[src/rtl/sraml_bus_arbiter_if.sv]
// SRAM-like channel bundle: request fields driven by the master side,
// address/data handshakes and read data returned by the slave side.
interface sraml_bus_arbiter_if;
    logic        req;
    logic        wr;
    logic [1:0]  size;
    logic [31:0] addr;
    logic [31:0] wdata;
    logic        addr_ok;
    logic        data_ok;
    logic [31:0] rdata;

    modport master (
        output req, wr, size, addr, wdata,
        input  addr_ok, data_ok, rdata
    );

    modport slave (
        input  req, wr, size, addr, wdata,
        output addr_ok, data_ok, rdata
    );
endinterface

[src/rtl/sraml_bus_arbiter.sv]
// Two-to-one SRAM-like arbiter sharing one downstream port between the
// instruction and data channels; data first, with a bounded data win streak.
module sraml_bus_arbiter #(
    parameter int unsigned MAX_DATA_STREAK = 4
) (
    input  logic                       clk,
    input  logic                       rst,
    sraml_bus_arbiter_if.slave         inst_if,
    sraml_bus_arbiter_if.slave         data_if,
    sraml_bus_arbiter_if.master        bus_if,
    output logic                       busy,
    output logic                       owner
);
    localparam logic [3:0] STREAK_MAX = 4'(MAX_DATA_STREAK);

    typedef enum logic [1:0] {
        IDLE = 2'd0,
        REQ  = 2'd1,
        WAIT = 2'd2
    } state_e;

    state_e     state_q, state_d;
    logic       owner_q, owner_d;
    logic [3:0] streak_q, streak_d;

    logic any_req;
    logic contested;
    logic win_data;
    logic sel_data;
    logic granted;

    always_comb begin
        any_req   = inst_if.req | data_if.req;
        contested = inst_if.req & data_if.req;
        win_data  = data_if.req & (~inst_if.req | (streak_q < STREAK_MAX));
        // In IDLE the live winner steers the bus; afterwards the locked owner does.
        sel_data  = (state_q == IDLE) ? win_data : owner_q;
        granted   = (state_q == REQ) | ((state_q == IDLE) & any_req);
    end

    assign bus_if.req   = (state_q == WAIT) ? 1'b0 : (sel_data ? data_if.req : inst_if.req);
    assign bus_if.wr    = sel_data ? data_if.wr    : inst_if.wr;
    assign bus_if.size  = sel_data ? data_if.size  : inst_if.size;
    assign bus_if.addr  = sel_data ? data_if.addr  : inst_if.addr;
    assign bus_if.wdata = sel_data ? data_if.wdata : inst_if.wdata;

    assign inst_if.addr_ok = granted & ~sel_data & bus_if.addr_ok;
    assign data_if.addr_ok = granted &  sel_data & bus_if.addr_ok;

    // A data_ok outside WAIT belongs to no live transaction and is dropped.
    assign inst_if.data_ok = (state_q == WAIT) & ~owner_q & bus_if.data_ok;
    assign data_if.data_ok = (state_q == WAIT) &  owner_q & bus_if.data_ok;

    assign inst_if.rdata = bus_if.rdata;
    assign data_if.rdata = bus_if.rdata;

    assign busy  = (state_q != IDLE);
    assign owner = owner_q;

    always_comb begin
        state_d  = state_q;
        owner_d  = owner_q;
        streak_d = streak_q;
        case (state_q)
            IDLE: begin
                if (any_req) begin
                    owner_d = win_data;
                    // A contested data win only happens below the limit, so +1 saturates.
                    if (win_data && contested) begin
                        streak_d = streak_q + 4'd1;
                    end else if (!win_data) begin
                        streak_d = 4'd0;
                    end
                    state_d = bus_if.addr_ok ? WAIT : REQ;
                end
            end
            REQ: begin
                if (bus_if.addr_ok) begin
                    state_d = WAIT;
                end
            end
            WAIT: begin
                if (bus_if.data_ok) begin
                    state_d = IDLE;
                end
            end
            default: begin
                state_d = IDLE;
            end
        endcase
    end

    always_ff @(posedge clk or negedge rst) begin
        if (!rst) begin
            state_q  <= IDLE;
            owner_q  <= 1'b0;
            streak_q <= 4'd0;
        end else begin
            state_q  <= state_d;
            owner_q  <= owner_d;
            streak_q <= streak_d;
        end
    end
endmodule

[src/flat_wrapper.sv]
// flat-port wrapper written by rule: the top's interface ports become plain ports
module sraml_bus_arbiter_flat 
#(
    parameter int unsigned MAX_DATA_STREAK = 4
)
  (clk, rst, busy, owner, inst_if_req, inst_if_wr, inst_if_size, inst_if_addr, inst_if_wdata, inst_if_addr_ok, inst_if_data_ok, inst_if_rdata, data_if_req, data_if_wr, data_if_size, data_if_addr, data_if_wdata, data_if_addr_ok, data_if_data_ok, data_if_rdata, bus_if_req, bus_if_wr, bus_if_size, bus_if_addr, bus_if_wdata, bus_if_addr_ok, bus_if_data_ok, bus_if_rdata);
  sraml_bus_arbiter_if inst_if_i ();
  sraml_bus_arbiter_if data_if_i ();
  sraml_bus_arbiter_if bus_if_i ();
  input  logic clk;
  input  logic rst;
  output logic busy;
  output logic owner;
  input wire logic [$bits(inst_if_i.req)-1:0] inst_if_req;
  input wire logic [$bits(inst_if_i.wr)-1:0] inst_if_wr;
  input wire logic [$bits(inst_if_i.size)-1:0] inst_if_size;
  input wire logic [$bits(inst_if_i.addr)-1:0] inst_if_addr;
  input wire logic [$bits(inst_if_i.wdata)-1:0] inst_if_wdata;
  output wire logic [$bits(inst_if_i.addr_ok)-1:0] inst_if_addr_ok;
  output wire logic [$bits(inst_if_i.data_ok)-1:0] inst_if_data_ok;
  output wire logic [$bits(inst_if_i.rdata)-1:0] inst_if_rdata;
  input wire logic [$bits(data_if_i.req)-1:0] data_if_req;
  input wire logic [$bits(data_if_i.wr)-1:0] data_if_wr;
  input wire logic [$bits(data_if_i.size)-1:0] data_if_size;
  input wire logic [$bits(data_if_i.addr)-1:0] data_if_addr;
  input wire logic [$bits(data_if_i.wdata)-1:0] data_if_wdata;
  output wire logic [$bits(data_if_i.addr_ok)-1:0] data_if_addr_ok;
  output wire logic [$bits(data_if_i.data_ok)-1:0] data_if_data_ok;
  output wire logic [$bits(data_if_i.rdata)-1:0] data_if_rdata;
  output wire logic [$bits(bus_if_i.req)-1:0] bus_if_req;
  output wire logic [$bits(bus_if_i.wr)-1:0] bus_if_wr;
  output wire logic [$bits(bus_if_i.size)-1:0] bus_if_size;
  output wire logic [$bits(bus_if_i.addr)-1:0] bus_if_addr;
  output wire logic [$bits(bus_if_i.wdata)-1:0] bus_if_wdata;
  input wire logic [$bits(bus_if_i.addr_ok)-1:0] bus_if_addr_ok;
  input wire logic [$bits(bus_if_i.data_ok)-1:0] bus_if_data_ok;
  input wire logic [$bits(bus_if_i.rdata)-1:0] bus_if_rdata;
  assign inst_if_i.req = inst_if_req;
  assign inst_if_i.wr = inst_if_wr;
  assign inst_if_i.size = inst_if_size;
  assign inst_if_i.addr = inst_if_addr;
  assign inst_if_i.wdata = inst_if_wdata;
  assign inst_if_addr_ok = inst_if_i.addr_ok;
  assign inst_if_data_ok = inst_if_i.data_ok;
  assign inst_if_rdata = inst_if_i.rdata;
  assign data_if_i.req = data_if_req;
  assign data_if_i.wr = data_if_wr;
  assign data_if_i.size = data_if_size;
  assign data_if_i.addr = data_if_addr;
  assign data_if_i.wdata = data_if_wdata;
  assign data_if_addr_ok = data_if_i.addr_ok;
  assign data_if_data_ok = data_if_i.data_ok;
  assign data_if_rdata = data_if_i.rdata;
  assign bus_if_req = bus_if_i.req;
  assign bus_if_wr = bus_if_i.wr;
  assign bus_if_size = bus_if_i.size;
  assign bus_if_addr = bus_if_i.addr;
  assign bus_if_wdata = bus_if_i.wdata;
  assign bus_if_i.addr_ok = bus_if_addr_ok;
  assign bus_if_i.data_ok = bus_if_data_ok;
  assign bus_if_i.rdata = bus_if_rdata;
  sraml_bus_arbiter #(.MAX_DATA_STREAK(MAX_DATA_STREAK)) u_core (.clk(clk), .rst(rst), .inst_if(inst_if_i), .data_if(data_if_i), .bus_if(bus_if_i), .busy(busy), .owner(owner));
endmodule
[config.mk]
export PLATFORM = sky130hd
export DESIGN_NAME = sraml_bus_arbiter_flat
export DESIGN_NICKNAME = d
export VERILOG_FILES = /design/src/rtl/sraml_bus_arbiter_if.sv /design/src/rtl/sraml_bus_arbiter.sv /design/src/flat_wrapper.sv
export SDC_FILE = /design/constraint.sdc
export NUM_CORES = 1
export LEC_CHECK = 0
export CAP_MARGIN = 20
export CORE_AREA = 2 2 122 124
export CTS_BUF_LIST = sky130_fd_sc_hd__clkbuf_4
export DETAILED_ROUTE_END_ITERATION = 10
export DIE_AREA = 0 0 124 126
export DONT_BUFFER_PORTS = 1
export SYNTH_ARGS = -nofsm -noshare
export SYNTH_HDL_FRONTEND = slang
export SYNTH_SLANG_ARGS = --single-unit
[constraint.sdc]
create_clock -name clk -period 2.22 [get_ports clk]
set_input_delay 0.333 -clock clk [delete_from_list [all_inputs] [get_ports clk]]
set_output_delay 0.333 -clock clk [all_outputs]
set_load 0.02 [all_outputs]
-- Word level (Yosys, flattened, before mapping)
Cells that the tools add are included.
W data, S select, Z words.
- shifts and indexed selects: 0
- $add $sub $neg: 1
- bitwise logic cells: 17
- muxes and demuxes: 14
- eq/ne operators: 6
- reduce and logical (&&, ||, !) cells: 6
- div/mod/pow operators: 0
- order comparisons: 1
- multipliers: 0
- operator list (cell ; count):
    $mux W32 ; 2
    $and A1 B1 Y1 ; 11
    $mux W2 ; 5
    $mux W4 ; 2
    $ne A2 B2 Y1 const B ; 3
    $pmux W2 S3 ; 1
    $reduce_and A3 Y1 ; 2
    $add A4 B1 Y4 const B ; 1
    $lt A4 B3 Y1 const B ; 1
    $mux W1 ; 4
    $not A1 Y1 ; 3
    $or A1 B1 Y1 ; 3
    $eq A2 B1 Y1 const B ; 1
    $eq A2 B2 Y1 const B ; 1
    $logic_not A2 Y1 ; 1
    $ne A2 B1 Y1 const B ; 1
    $reduce_and A2 Y1 ; 1
    $reduce_bool A2 Y1 ; 1
    $logic_and A1 B1 Y1 ; 1
- memory bits (writable): 0
- bits in latches: 0
- word-level logic and storage cells: 48
- bits in read-only memories: 0
- register bits: 7
- output and inout port bits: 138
- memories kept: 0
- bits of input ports: 172

-- Depth between registers and ports, before layout
- depth after elaboration: 7
- depth in mapped cells: 5
- gate-level depth less buffers: 3

-- Least setup slack after synthesis
OpenSTA, ideal clock, no wires.
- path type: reg-to-output
- from: reg u_core.state_q[0]
- to: out bus_if_addr[15]
- cell stages (with the launch flop): 6
- slack: 345 ps
- path buffers: 2
- data arrival time: 1542 ps
- data required time: 1887 ps
- path through: dfrtp_1 o21a_1 a31oi_4 buf_6 buf_6 mux2_2
- longest elaborated chain between the ends: 3
- RTL lines (item ; line ; text):
    start, declared ; sraml_bus_arbiter.sv:22 ; state_e state_q, state_d;
    start signal, assigned ; sraml_bus_arbiter.sv:99 ; state_q <= state_d;
    $logic_not A2 Y1 ; sraml_bus_arbiter.sv:37 ; sel_data = (state_q == IDLE) ? win_data : owner_q;
    $mux W1 ; sraml_bus_arbiter.sv:37 ;
    $mux W32 ; sraml_bus_arbiter.sv:44 ; assign bus_if.addr = sel_data ? data_if.addr : inst_if.addr;
    end, declared ; flat_wrapper.sv:33 ; output wire logic [$bits(bus_if_i.addr)-1:0] bus_if_addr;
No other way between the ends.

-- Final worst setup path
- from: reg u_core.state_q[0]
- to: out bus_if_addr[25]
Same word-level chain as after synthesis.

==> reports/results.tsv <==
metric	value	unit
synth_seq_cells	7	
synthDistinctLibCells	28	
period_needed	2.19	ns
holdPathStages	1	
first_global_vias	1073	
syn-num-nets	353	
core_region_area	14300	µm²
htreeDepth	1	
grt_pass1_wl	7160	µm
layout_common_cells	35 x mux2_2, 32 x mux2_4, 5 x buf_4, 5 x dfrtp_1, 4 x clkbuf_4	
die_h	126	µm
synth_edf_count	0	
worst-setup-path-type	flip-flop to output port	
setup_violations	0	
nFillCells	1638	
tightestPinTransition	0.372	ns
antenna_found_initial	2	
drt-total-wl	6540	µm
cts_tree	built	
clockRootBuffer	clkbuf_4	
fin_ws	0.0302	ns
synth.cell_area	1700	µm²
wl_per_cell	21.2	µm
viasPerCell	3.55	
vias	1096	
power_density	995	nW/µm²
design_area	1710	µm²
worst_ep_required_time	1.89	ns
grt.overflow.total	0	
outcome	completed	
row_count	44	
final-seq-area	178	µm²
gp_congestion	0.955	
clock_latency	0.24	ns
period_share	98.6	%
slew_viol_final	0	
final_common_cell	mux2_2	
ys.warnings.count	0	
cp-start-kind	flip-flop	
endpoint_kind	output port	
drt_first_pass_iters	4	
postRouteAntennaNets	0	
numClockSinks	7	
worstRegToRegCells	3	
die_area	15600	µm²
clock_path_buffers	2	
multiInputGateArea	1090	µm²
dpl-instance-area	1420	µm²
fin_util	11.9	%
synth-main-ff-cell	dfrtp_1	
path_max_fanout	17	
hpwl	5120	µm
cts_made_buffers	3	
rsz0062_at_grt	yes	
irDropWorstVdd	0.421	mV
p_leak	0.000680	µW
io_pins	310	
cap_violations	0	
netlist_instances	180	
clock_skew	0.00143	ns
layout.nets	298	
p_total	1700	µW
dp_slack	0.188	ns
fmax	457	MHz
hold_path.class	primary input to flip-flop	
finalHoldViolCount	0	
grt_max_degree	36	
portBuffers	0	
drt-initial-drc-count	29	
drc_errors	0	
ys_seq_area_share	10.3	%
track_usage	6.56	%
die_w	124	µm
async_flop_share	100	%
crit_arrival	1.86	ns
synth.avg_cell_area	9.42	µm²
drive_above_1_share	72.6	%
slew_headroom	75.1	%
start_util	11.8	%
syn_to_final_growth	0.812	%
clk_pin_slew	0.05	ns
## area by class of cell
type	instances	area share (%)
multi-input cells	98	63.7
clock buffers	4	1.76
inverters	3	0.659
repair buffers	12	9.88
flip-flops and latches	7	10.4
diodes	1	0.146
well taps	184	13.5
## state kept, by name, summed over array words and instances, names as in the netlist
| name | cells |
|---|---|
| u_core.owner | 1 |
| u_core.state_q | 2 |
| u_core.streak_q | 4 |
## cell usage after synthesis, types with 2 or more instances
| cell type | count | area, µm² |
|---|---|---|
| mux2_2 | 67 | 754 |
| dfrtp_1 | 7 | 175 |
| nand2_1 | 3 | 11.3 |
| buf_4 | 69 | 518 |
| a21oi_1 | 3 | 15.0 |
| nand3_1 | 2 | 10.0 |
| buf_6 | 2 | 22.5 |
| o21ai_0 | 2 | 10.0 |
| inv_1 | 3 | 11.3 |
| nor2_1 | 4 | 15.0 |
## layer usage
metal	routed length [µm]	track usage, %	vias to the layer above
li1	-	-	453
met1	2500	7.92	520
met2	3290	11.2	110
met3	586	1.54	11
met4	153	2.51	2
met5	13	0	-
## stage by stage
stage	setup TNS, ns	instances	hold slack [ns]
5_1_grt	-0.716	309	0.128
4_1_cts	-0.922	302	0.138
3_3_place_gp	0	295	0.0376
3_5_place_dp	0	295	0.0376
2_1_floorplan	0	180	0.0374
6_report	0	309	0.149
## worst paths after layout
kind / from / to / slack, ns
max reg2reg: u_core.state_q[1] / u_core.streak_q[2] / 0.89
min reg2reg: u_core.streak_q[1] / u_core.streak_q[1] / 0.50
min in group asynchronous: rst / u_core.streak_q[2] / 0.42
max: u_core.state_q[0] / bus_if_addr[25] / 0.03
max in group asynchronous: rst / u_core.state_q[1] / 1.54
min: bus_if_addr_ok / u_core.state_q[0] / 0.15
## critical path, stage by stage, from the launching register on
cell	delay [ns]
dfrtp_2	0.43
o21a_1	0.22
a31oi_4	0.22
buf_12	0.17
buf_12	0.16
mux2_2	0.41
## cell families after synthesis
family	count (synthesis)	synth area share, %
AOI/OAI and AO/OA	12	5.46
adders and majority gates	1	0.738
buffers and inverters	75	32.8
DFF	7	10.3
muxes	67	44.5
and+or+nand+nor	18	6.13
## timing repair
| action | 4_1_cts | 5_1_grt |
|---|---|---|
| gates resized for setup | 3 | 35 |
| pin swaps | 0 | 1 |
| hold endpoints to repair | 7 | 0 |
| buffers inserted | 1 | 4 |
| gates cloned | 1 | 3 |
| hold buffers | 1 | 0 |
| setup endpoints to repair | 67 | 68 |
## power by group
group | internal [µW] | total, µW | switching, µW | leakage (µW)
registers | 162 | 188 | 26.5 | 0.0000874
clock network | 80.5 | 123 | 42.9 | 0.0000184
logic | 598 | 1390 | 791 | 0.000574
total | 840 | 1700 | 860 | 0.000680
Note: power is estimated with default switching activity, not from simulation.
